===== src/rtl/obstacle_row_gen_if.sv =====
// Row handshake bundle between the obstacle generator and the track scroller.
// The generator drives master; the scroller drives row_ready through slave.
interface obstacle_row_gen_if;
  logic       row_valid;
  logic       row_ready;
  logic [5:0] row_data;
  logic [7:0] row_idx;

  modport master (
    output row_valid,
    output row_data,
    output row_idx,
    input  row_ready
  );

  modport slave (
    input  row_valid,
    input  row_data,
    input  row_idx,
    output row_ready
  );
endinterface


===== src/rtl/obstacle_row_gen.sv =====
// 3-lane obstacle row generator with a small row FIFO and forced gap rows.
// Define OBS_STATS_EN to add the saturating train_cnt statistics output.
module obstacle_row_gen #(
  parameter int DEPTH   = 4,
  parameter int MIN_GAP = 2,
  parameter int DENSITY = 6
) (
  input  logic        clk,
  input  logic        rst,
  input  logic [15:0] rand_in,
  input  logic        enable,
  output logic        fifo_full,
`ifdef OBS_STATS_EN
  output logic [15:0] train_cnt,
`endif
  obstacle_row_gen_if.master row_if
);

  localparam int AW = $clog2(DEPTH);
  localparam logic [AW:0] DEPTH_C = (AW+1)'(DEPTH);

  logic [5:0]    data_q [DEPTH];
  logic [7:0]    idx_q  [DEPTH];
  logic [AW-1:0] wr_ptr_q;
  logic [AW-1:0] rd_ptr_q;
  logic [AW:0]   count_q;
  logic [3:0]    gap_cnt_q;
  logic [3:0]    gap_cnt_d;
  logic [7:0]    wr_seq_q;

  logic       gen;
  logic       pop;
  logic       obst;
  logic [1:0] lane;
  logic [5:0] raw;
  logic [5:0] row_d;
  logic       unused_rand;

  assign unused_rand = ^rand_in[15:12];

  // count is sampled before the pop, so a full FIFO never generates
  assign gen  = enable && (count_q < DEPTH_C);
  assign pop  = row_if.row_valid && row_if.row_ready;
  assign obst = {1'b0, rand_in[11:8]} < 5'(DENSITY);
  assign raw  = rand_in[5:0];
  assign lane = (rand_in[7:6] == 2'd3) ? 2'd0 : rand_in[7:6];

  always_comb begin
    row_d = '0;
    if (gap_cnt_q == '0 && obst) begin
      row_d = raw;
      // an all-train row would block the player: open one lane
      if (raw == 6'h3F) begin
        unique case (1'b1)
          lane == 2'd0: row_d[1:0] = 2'b00;
          lane == 2'd1: row_d[3:2] = 2'b00;
          default:      row_d[5:4] = 2'b00;
        endcase
      end
    end
  end

  always_comb begin
    gap_cnt_d = gap_cnt_q;
    if (gen) begin
      if (gap_cnt_q != '0)
        gap_cnt_d = gap_cnt_q - 4'd1;
      else if (row_d != '0)
        gap_cnt_d = 4'(MIN_GAP);
    end
  end

  always_ff @(posedge clk or posedge rst) begin
    if (rst) begin
      for (int i = 0; i < DEPTH; i++) begin
        data_q[i] <= '0;
        idx_q[i]  <= '0;
      end
      wr_ptr_q  <= '0;
      rd_ptr_q  <= '0;
      count_q   <= '0;
      gap_cnt_q <= '0;
      wr_seq_q  <= '0;
    end else begin
      if (gen) begin
        data_q[wr_ptr_q] <= row_d;
        idx_q[wr_ptr_q]  <= wr_seq_q;
        wr_ptr_q         <= wr_ptr_q + 1'b1;
        wr_seq_q         <= wr_seq_q + 8'd1;
      end
      if (pop)
        rd_ptr_q <= rd_ptr_q + 1'b1;
      if (gen && !pop)
        count_q <= count_q + 1'b1;
      else if (!gen && pop)
        count_q <= count_q - 1'b1;
      gap_cnt_q <= gap_cnt_d;
    end
  end

  assign row_if.row_valid = (count_q != '0);
  assign row_if.row_data  = data_q[rd_ptr_q];
  assign row_if.row_idx   = idx_q[rd_ptr_q];
  assign fifo_full        = (count_q == DEPTH_C);

`ifdef OBS_STATS_EN
  logic [1:0]  trains;
  logic [16:0] train_sum;
  logic [15:0] train_cnt_q;

  assign trains = 2'(row_d[1:0] == 2'b11)
                + 2'(row_d[3:2] == 2'b11)
                + 2'(row_d[5:4] == 2'b11);
  assign train_sum = {1'b0, train_cnt_q} + 17'(trains);

  always_ff @(posedge clk or posedge rst) begin
    if (rst)
      train_cnt_q <= '0;
    else if (gen)
      train_cnt_q <= train_sum[16] ? 16'hFFFF : train_sum[15:0];
  end

  assign train_cnt = train_cnt_q;
`endif

endmodule


===== src/flat_wrapper.sv =====
// flat-port wrapper written by rule: the top's interface ports become plain ports
module obstacle_row_gen_flat 
#(
  parameter int DEPTH   = 4,
  parameter int MIN_GAP = 2,
  parameter int DENSITY = 6
)
  (clk, rst, rand_in, enable, fifo_full, row_if_row_valid, row_if_row_data, row_if_row_idx, row_if_row_ready);
  obstacle_row_gen_if row_if_i ();
  input  logic clk;
  input  logic rst;
  input  logic [15:0] rand_in;
  input  logic enable;
  output logic fifo_full;
  output wire logic [$bits(row_if_i.row_valid)-1:0] row_if_row_valid;
  output wire logic [$bits(row_if_i.row_data)-1:0] row_if_row_data;
  output wire logic [$bits(row_if_i.row_idx)-1:0] row_if_row_idx;
  input wire logic [$bits(row_if_i.row_ready)-1:0] row_if_row_ready;
  assign row_if_row_valid = row_if_i.row_valid;
  assign row_if_row_data = row_if_i.row_data;
  assign row_if_row_idx = row_if_i.row_idx;
  assign row_if_i.row_ready = row_if_row_ready;
  obstacle_row_gen #(.DEPTH(DEPTH), .MIN_GAP(MIN_GAP), .DENSITY(DENSITY)) u_core (.clk(clk), .rst(rst), .rand_in(rand_in), .enable(enable), .fifo_full(fifo_full), .row_if(row_if_i));
endmodule

===== config.mk =====
export PLATFORM = sky130hd
export DESIGN_NAME = obstacle_row_gen_flat
export DESIGN_NICKNAME = d
export VERILOG_FILES = /design/src/rtl/obstacle_row_gen_if.sv /design/src/rtl/obstacle_row_gen.sv /design/src/flat_wrapper.sv
export SDC_FILE = /design/constraint.sdc
export NUM_CORES = 1
export LEC_CHECK = 0
export CORE_ASPECT_RATIO = 0.75
export CORE_MARGIN = 5
export CORE_UTILIZATION = 56
export DETAILED_ROUTE_END_ITERATION = 10
export HOLD_SLACK_MARGIN = 0.15
export PLACE_DENSITY = 0.79
export RECOVER_POWER = 25
export SKIP_CTS_REPAIR_TIMING = 1
export SYNTH_ARGS = -nofsm -noshare
export SYNTH_HDL_FRONTEND = slang
export SYNTH_SLANG_ARGS = --single-unit

===== constraint.sdc =====
create_clock -name clk -period 3.25 [get_ports clk]
set_input_delay 0.975 -clock clk [delete_from_list [all_inputs] [get_ports clk]]
set_output_delay 0.975 -clock clk [all_outputs]
set_load 0.1 [all_outputs]

Word-level counts from Yosys, hierarchy flattened
Cells that the tools add are included.

storage, ports and cells
  bits of input ports = 20
  logic and storage cells = 69
  output and inout bits = 16
  flip-flop bits (word level) = 75

cells by class
  bitwise logic cells = 2
  reduce and logical (&&, ||, !) cells = 17
  add/sub/neg operators = 6
  mux-type cells = 22
  equal/unequal tests = 4
  order comparisons = 5

operators by type and width
  operator                                                              count
  32-bit bitwise mux                                                    1
  6-bit 2-to-1 mux                                                      5
  24-bit bitwise mux                                                    1
  8-bit 2-to-1 mux                                                      3
  8-bit binary-select mux with 2-bit select                             1
  8-bit demux with 2-bit select                                         1
  6-bit binary-select mux with 2-bit select                             1
  6-bit demux with 2-bit select                                         1
  8-bit by 1-bit adder with 8-bit output, second input constant         1
  2-bit 2-to-1 mux                                                      4
  4-bit 2-to-1 mux                                                      2
  6-bit equality test, second input constant                            1
  3-bit >= comparator, second input constant                            2
  1-bit logical AND                                                     6
  3-bit 2-to-1 mux                                                      2
  2-bit NOT with 3-bit output                                           2
  6-bit nonzero test                                                    1
  2-bit by 1-bit adder with 2-bit output, second input constant         2
  4-bit logical NOT                                                     1
  4-bit by 3-bit < comparator with 1-bit output, second input constant  1
  2-bit nonzero test                                                    2
  4-bit nonzero test                                                    1
  4-bit by 1-bit subtractor with 4-bit output, second input constant    1
  3-bit by 1-bit adder with 3-bit output, second input constant         1
  11 further kinds                                                      12

Logic depth before layout (Yosys ltp)
Gate-level depths: netlist of the first run.

  depth after elaboration = 10
  depth in mapped cells = 9
  mapped depth without buffers = 8

Worst setup path before layout of the first run
OpenSTA, ideal clock, no wires.

  kind = reg-to-output
  start = register u_core.count_q[0]
  end = output fifo_full
  stages on the path, launching flop included = 2
  slack = -374 ps
  data arrival time = 2649 ps
  buffers on the path = 0
  cells stage by stage = dfrtp_1 nor3b_1

on the way
  cells in the longest elaborated chain, start to end = 1

ends and longest elaborated chain
  element                 line                     source
  from (decl)             obstacle_row_gen.sv:26   logic [AW:0] count_q;
  from (signal assigned)  obstacle_row_gen.sv:94   count_q <= count_q + 1'b1;
  from (signal assigned)  obstacle_row_gen.sv:96   count_q <= count_q - 1'b1;
  3-bit equality test     obstacle_row_gen.sv:104  assign fifo_full = (count_q == DEPTH_C);
  to (decl)               flat_wrapper.sv:14       output logic fifo_full;

Every way passes these cells.

Worst setup path after layout of the first run
  start = register u_core.rd_ptr_q[0]
  end = output row_if_row_data[5]

on the way
  cells in the longest elaborated chain, start to end = 4

ends and longest elaborated chain
  element                                               line                     source
  from (decl)                                           obstacle_row_gen.sv:25   logic [AW-1:0] rd_ptr_q;
  from (signal assigned)                                obstacle_row_gen.sv:92   rd_ptr_q <= rd_ptr_q + 1'b1;
  2-bit NOT with 3-bit output (implied by the code)     obstacle_row_gen.sv:102  assign row_if.row_data = data_q[rd_ptr_q];
  6-bit binary-select mux with 2-bit select             obstacle_row_gen.sv:102
  6-bit 2-to-1 mux (implied by the code) (2 in series)  obstacle_row_gen.sv:102
  to (decl)                                             flat_wrapper.sv:16       output wire logic [$bits(row_if_i.row_data)-1:0] row_if_row_data;

Every way passes these cells. The select of a mux whose other input is x is not followed.

==> metrics, run 1 <==
run status=finished, violations left; failing checks=capacitance limit, slew limit; P_sw=between 1500 and 2000 µW; Metal-1 WL=a little under 3000 µm; library cells used by synthesis=36; Hold Violations, Final=0; Comb pwr share=between 40% and 50%; post-layout min period=a little under 3000 ps; routed length per instance=roughly 17 µm; Worst setup SP type=register; post-route cell area=0.00424 mm²; Synth top area share=54.2%; Slew Limit Fails=76; top-count cell post-synth=dfrtp_1; Worst Setup End Kind=primary output; largest net degree at the start of global routing=76; Nets=341; Max-slew headroom=-18.5%; Int Power=2480 µW; Post-Syn Area=roughly 0.0035 mm²; sequential-to-total area share from yosys stat=54.2%; antenna violations before repair=0; Port Buffers=30; # IOs=36; top post-synthesis cells by area=dfrtp_1 54%, mux2_2 11%, mux4_2 9.1%; die width=approximately 100 µm; row cnt=24; Yosys Warn Count=0; HP Class=reg2reg; Synth async-reset ratio=100%; top_reg_cell synth=dfrtp_1; Die ar.=0.00788 mm²; Clk network pwr share=18.5%; CTS buffer count=9; final setup vio count=0; final period utilization=91.7%; drt pass-1 iters=4; vias in the first global route=2315; worst hold start=u_core.data_q[22]$_DFFE_PP0P_; Sw Ratio=around two fifths; Seq cells post-synth=75; area post-placement=0.00404 mm²; final setup TNS=0 ps; routed wl met3=292 µm; Total Wirelength=6770 µm; Routed Antenna Nets=0; VDD IR max=0.950 mV; Worst EP arrival=2010 ps; Core Util, Final=between 70% and 80%; post-synth top area cell=dfrtp_1; Mapped Cells=273; dpl hpwl=~4700 µm; core area=~0.0059 mm²; setup ws final=269 ps; # DRC=0; RSZ-0062 raised after global routing=false; global-route wire length before repair=11700 µm; Antenna Cells=0; Worst-path clk slew=70 ps; Worst Path Required=2270 ps; CTS Sinks=75; Layout area overhead=22.4%; CTS tree=done; Max-Cap Viols=1; WL met2=3470 µm; CTS H-Tree Depth=3; GRT overflow=0; Flop pwr share=35.8%; Die Y=78.1 µm; All-Layer GR Usage=between 10% and 20%; proportion of layout cells with a drive suffix above 1=31.1%; Hold Worst Slack=480 ps; Root Buffer=clkbuf_8; Top Metal Used=met4; kind of critical path=reg2out; worst skew pair latency=roughly 350 ps; Post-synth top cells=75 x dfrtp_1, 42 x nand2_1, 34 x mux2_2; post-place setup slack=427 ps; syn_nets=303; Avg Synthesized Cell Area=12.7 µm²; first-iteration detailed-routing DRC count=a little under 100; Post-synth EDFFs=0; via count=2226; worst-path fanout max=9; starting density of the core=58.6%; leak pwr=0.00192 µW; vias per inst=5.66; fmax=335 MHz; Slew @ Worst Pin=roughly 1800 ps; CTS Buffer Depth=2; gp weighted congestion=0.828; FF-to-FF Start=u_core.count_q[0]$_DFFE_PP0P_; Crit. Startpoint=u_core.rd_ptr_q[0]$_DFFE_PP0P_; PwrDens=988 mW/mm²; Setup Skew=10.8 ps
[per-stage QoR]
stage / cells / power (µW)
final: 393 / 4190
after global routing: 393 / 4410
after CTS: 393 / 4230
after detailed placement: 378 / 3440
after global placement: 378 / 3370
after floorplan: 273 / 2810
[state kept, by name, summed over array words and instances, names as in the netlist]
signal and count:
u_core.wr_ptr_q 2, u_core.idx_q 32, u_core.data_q 24, u_core.count_q 3, u_core.wr_seq_q 8, u_core.gap_cnt_q 4
u_core.rd_ptr_q 2
[metal layers]
metal	track usage, %	up-vias
li1	-	1041
met3	6.29	8
met1	25.5	1129
met5	0	-
met4	5.65	0
met2	31.4	48
[power groups by stage]
stage               combinational [µW]  sequential, µW  clock, µW
floorplan                         1430            1370          0
global placement                  1890            1480          0
detailed placement                1930            1510          0
CTS                               1940            1500        791
global route                      2040            1540        830
finish                            1920            1500        774
[final cells by class]
type | instances | area (µm²)
inverter | 11 | 41.3
multi-input combinational | 173 | 1480
timing repair buffer | 41 | 528
clock inverter | 5 | 77.6
fill | 390 | 1670
clock buffer | 10 | 138
tap | 78 | 97.6
sequential | 75 | 1880
[cells in the final DEF, fill, tap and decap left out, types with 10 or more instances in the layout]
master / Yosys / final
mux4_2: 14 / 14
dfrtp_1: 75 / 75
clkdlybuf4s50_1: 0 / 14
nand2_1: 42 / 42
buf_4: 0 / 11
mux2_2: 34 / 34
buf_12: 0 / 15
o21ai_0: 25 / 25
clkbuf_8: 0 / 10
[kinds of logic after synthesis]
family,Yosys count,synth area share [%]
mux,49,20.4
flops,75,54.2
buf+inv,25,3.21
simple gates,66,9.46
fa+ha+maj,10,3.83
xor+xnor,13,3.29
compound gates,35,5.63
[critical path, stage by stage, from the launching register on]
cell and delay [ps]:
dfrtp_1 700, buf_12 220, mux4_2 550, buf_12 190
[worst paths after layout]
| check | depth (start not counted) | slack (ps) | end |
|---|---|---|---|
| max | 3 | 270 | row_if_row_data[5] |
| min | 2 | 480 | u_core.data_q[22]$_DFFE_PP0P_ |
| max reg2reg | 8 | 1110 | u_core.count_q[2]$_DFFE_PP0P_ |
| min reg2reg | 2 | 480 | u_core.data_q[22]$_DFFE_PP0P_ |
| max in group asynchronous | 3 | 640 | u_core.gap_cnt_q[1]$_DFFE_PP0P_ |
| min in group asynchronous | 3 | 1560 | u_core.idx_q[31]$_DFFE_PP0P_ |
(Power assumes the default switching activity.)
==> inputs of run 2 (changes only) <==
Settings changed: CORE_UTILIZATION 56 to 61, PLACE_DENSITY 0.79 to 0.85.
Clock period 3.25 ns to 3.6 ns, I/O delays scaled along.
==> run 2 against run 1 <==
Effect of this change:
- the flow still finishes with violations (capacitance limit, slew limit)
- clock skew down 2.9 ps
- routed wire length down 3.8%
- design area down 5.7%
- sequential cell count unchanged
- count of clock-buffer cells in the layout up 2
- die area down 7.3%
- power down 17%
- highest routed layer unchanged
- worst setup slack better by 330 ps
- via count down 1.8%
- sequential share of layout area up 2.7 points
- critical path type unchanged
==> metrics, run 2 (synthesized netlist as in run 1, its figures left out) <==
CP max stage delay=750 ps (+50 ps); proportion of layout cells with a drive suffix above 1=29.8% (-1.3 points); leak pwr=0.00185 µW (-3.8%); first-iteration detailed-routing DRC count=126 (+30%); Worst setup SP type=register; kind of critical path=reg2out; Routed Antenna Nets=0 (unchanged); routed length per instance=16.8 µm (-2.3%); worst reg-to-reg path cell count=8 (unchanged); final setup TNS=0 ps (unchanged); final period utilization=between 80% and 90%; vias per inst=5.65 (-0.32%); largest net degree at the start of global routing=76 (unchanged); post-layout min period=3000 ps; Antenna Cells=0 (unchanged); overall power=3470 µW (-17%); Port Buffers=30 (unchanged); Worst Setup End Kind=primary output; row cnt=23 (-4.2%); Layout area overhead=15.4%; grt met1 use=25.3% (-0.20 points); Setup Skew=7.91 ps (-2.86 ps); Die ar.=0.00730 mm² (-7.3%); worst skew pair latency=340 ps (about the same); Max-slew headroom=-19.6% (-1.1 points); gp weighted congestion=0.789 (-4.8%); fmax=333 MHz; WHS Path Cells=2 (unchanged); grt peak-use layer=met2; Slew @ Worst Pin=1790 ps (+16.4 ps); run status=finished, violations left; final setup vio count=0 (unchanged); RSZ-0062 raised after global routing=false; Hold Violations, Final=0 (unchanged); critical path, cell by cell=mux4_2 > buf_4; antenna violations before repair=0 (unchanged); CTS tree=done; critical path's slowest cell=dfrtp_1; PwrDens=867 mW/mm² (-12%); core area=0.00544 mm² (-8.1%); # IOs=36 (unchanged); failing checks=capacitance limit, slew limit; HP Class=reg2reg; VDD IR max=0.734 mV (-23%); via count=2185 (-1.8%); Total Wirelength=6510 µm (-3.8%); worst-path fanout max=12 (+3); top flop regs=u_core.idx_q: 32 flops, u_core.data_q: 24 flops, u_core.wr_seq_q: 8 flops; # DRC=0 (unchanged); drt pass-1 iters=4 (unchanged); CTS H-Tree Depth=3 (unchanged); die width=97.0 µm (-3.8%); global-route wire length before repair=11600 µm (-0.83%); post-route cell area=0.00400 mm² (-5.7%); Worst-path clk slew=70 ps (about the same); largest register by flop count=u_core.idx_q; area post-placement=0.00382 mm² (-5.5%); Worst EP arrival=1920 ps (-90 ps); most common cell after layout, fill and taps aside=dfrtp_1; Worst Path Required=2520 ps (+250 ps); starting density of the core=63.7% (+5.1 points); dpl hpwl=4560 µm (-2.2%); Max-Cap Viols=1 (unchanged); CTS Sinks=75 (unchanged); GR Util met3=7.96% (+1.7 points); fillcell total=357 (-8.5%); CTS buffer count=9 (unchanged); CTS Buffer Depth=2 (unchanged); Die Y=75.3 µm (-3.6%); Root Buffer=clkbuf_8; met2 usage=34.6% (+3.2 points); max FFs per register=32 (unchanged); vias in the first global route=2399 (+3.6%); All-Layer GR Usage=20.7% (+1.2 points); Nets=337 (-1.2%); GRT overflow=0 (unchanged); Slew Limit Fails=76 (unchanged); most frequent cells in the layout=75 x dfrtp_1, 42 x nand2_1, 34 x mux2_2
[run 2: cell types whose count changed in the layout (fill, tap and decap cells not counted), sizes merged]
cell           delta
buf               -4
clkinvlp          -1
clkbuf            +2
bufinv            -1
clkdlybuf4s50     -1
dlygate4sd3       +1
inv               +1
[run 2: worst paths after layout]
path,start,endpoint,slack (ps)
hold / removal,u_core.data_q[14]$_DFFE_PP0P_,u_core.data_q[14]$_DFFE_PP0P_,480
max in group asynchronous,rst,u_core.rd_ptr_q[1]$_DFFE_PP0P_,740
setup / recovery,u_core.rd_ptr_q[1]$_DFFE_PP0P_,row_if_row_data[3],600
hold reg to reg,u_core.data_q[14]$_DFFE_PP0P_,u_core.data_q[14]$_DFFE_PP0P_,480
setup reg to reg,u_core.count_q[0]$_DFFE_PP0P_,u_core.count_q[2]$_DFFE_PP0P_,1510
min in group asynchronous,rst,u_core.idx_q[21]$_DFFE_PP0P_,1820
[run 2: worst max-delay path: cells and delay by family (launching register included)]
kind	cells	cell delay [ps]
DFF	1	750
muxes	1	580
buffers and inverters	1	240
[run 2: area by class of cell]
cell class	instances	area [µm²]	share of cell area, %
inverters	11	41.3	1.03
multi-input cells	173	1480	37.1
repair buffers	37	310	7.76
clock buffers	12	145	3.63
clock inverters	4	48.8	1.22
well taps	75	93.8	2.35
flip-flops and latches	75	1880	46.9
[run 2: routing by layer]
metal	routed length, µm	share of wire, %
met1	2890	44
met2	3210	49
met3	335	5.1
met4	81	1.2
met5	0	0
[run 2: metrics by stage]
stage          instances  util (%)  setup slack (ps)  hold WS (ps)
6_report             387      73.5               601           482
5_1_grt              387      73.5               354           506
4_1_cts              387      73.8               560           485
3_5_place_dp         371      70.2               474           469
3_3_place_gp         371      70.2               542           459
2_1_floorplan        273         -               610           445
[run 2: power by group]
part	internal, µW	switching (µW)	total, µW
registers	1090	230	1320
clock network	340	294	634
logic	554	955	1510
total	1990	1480	3470
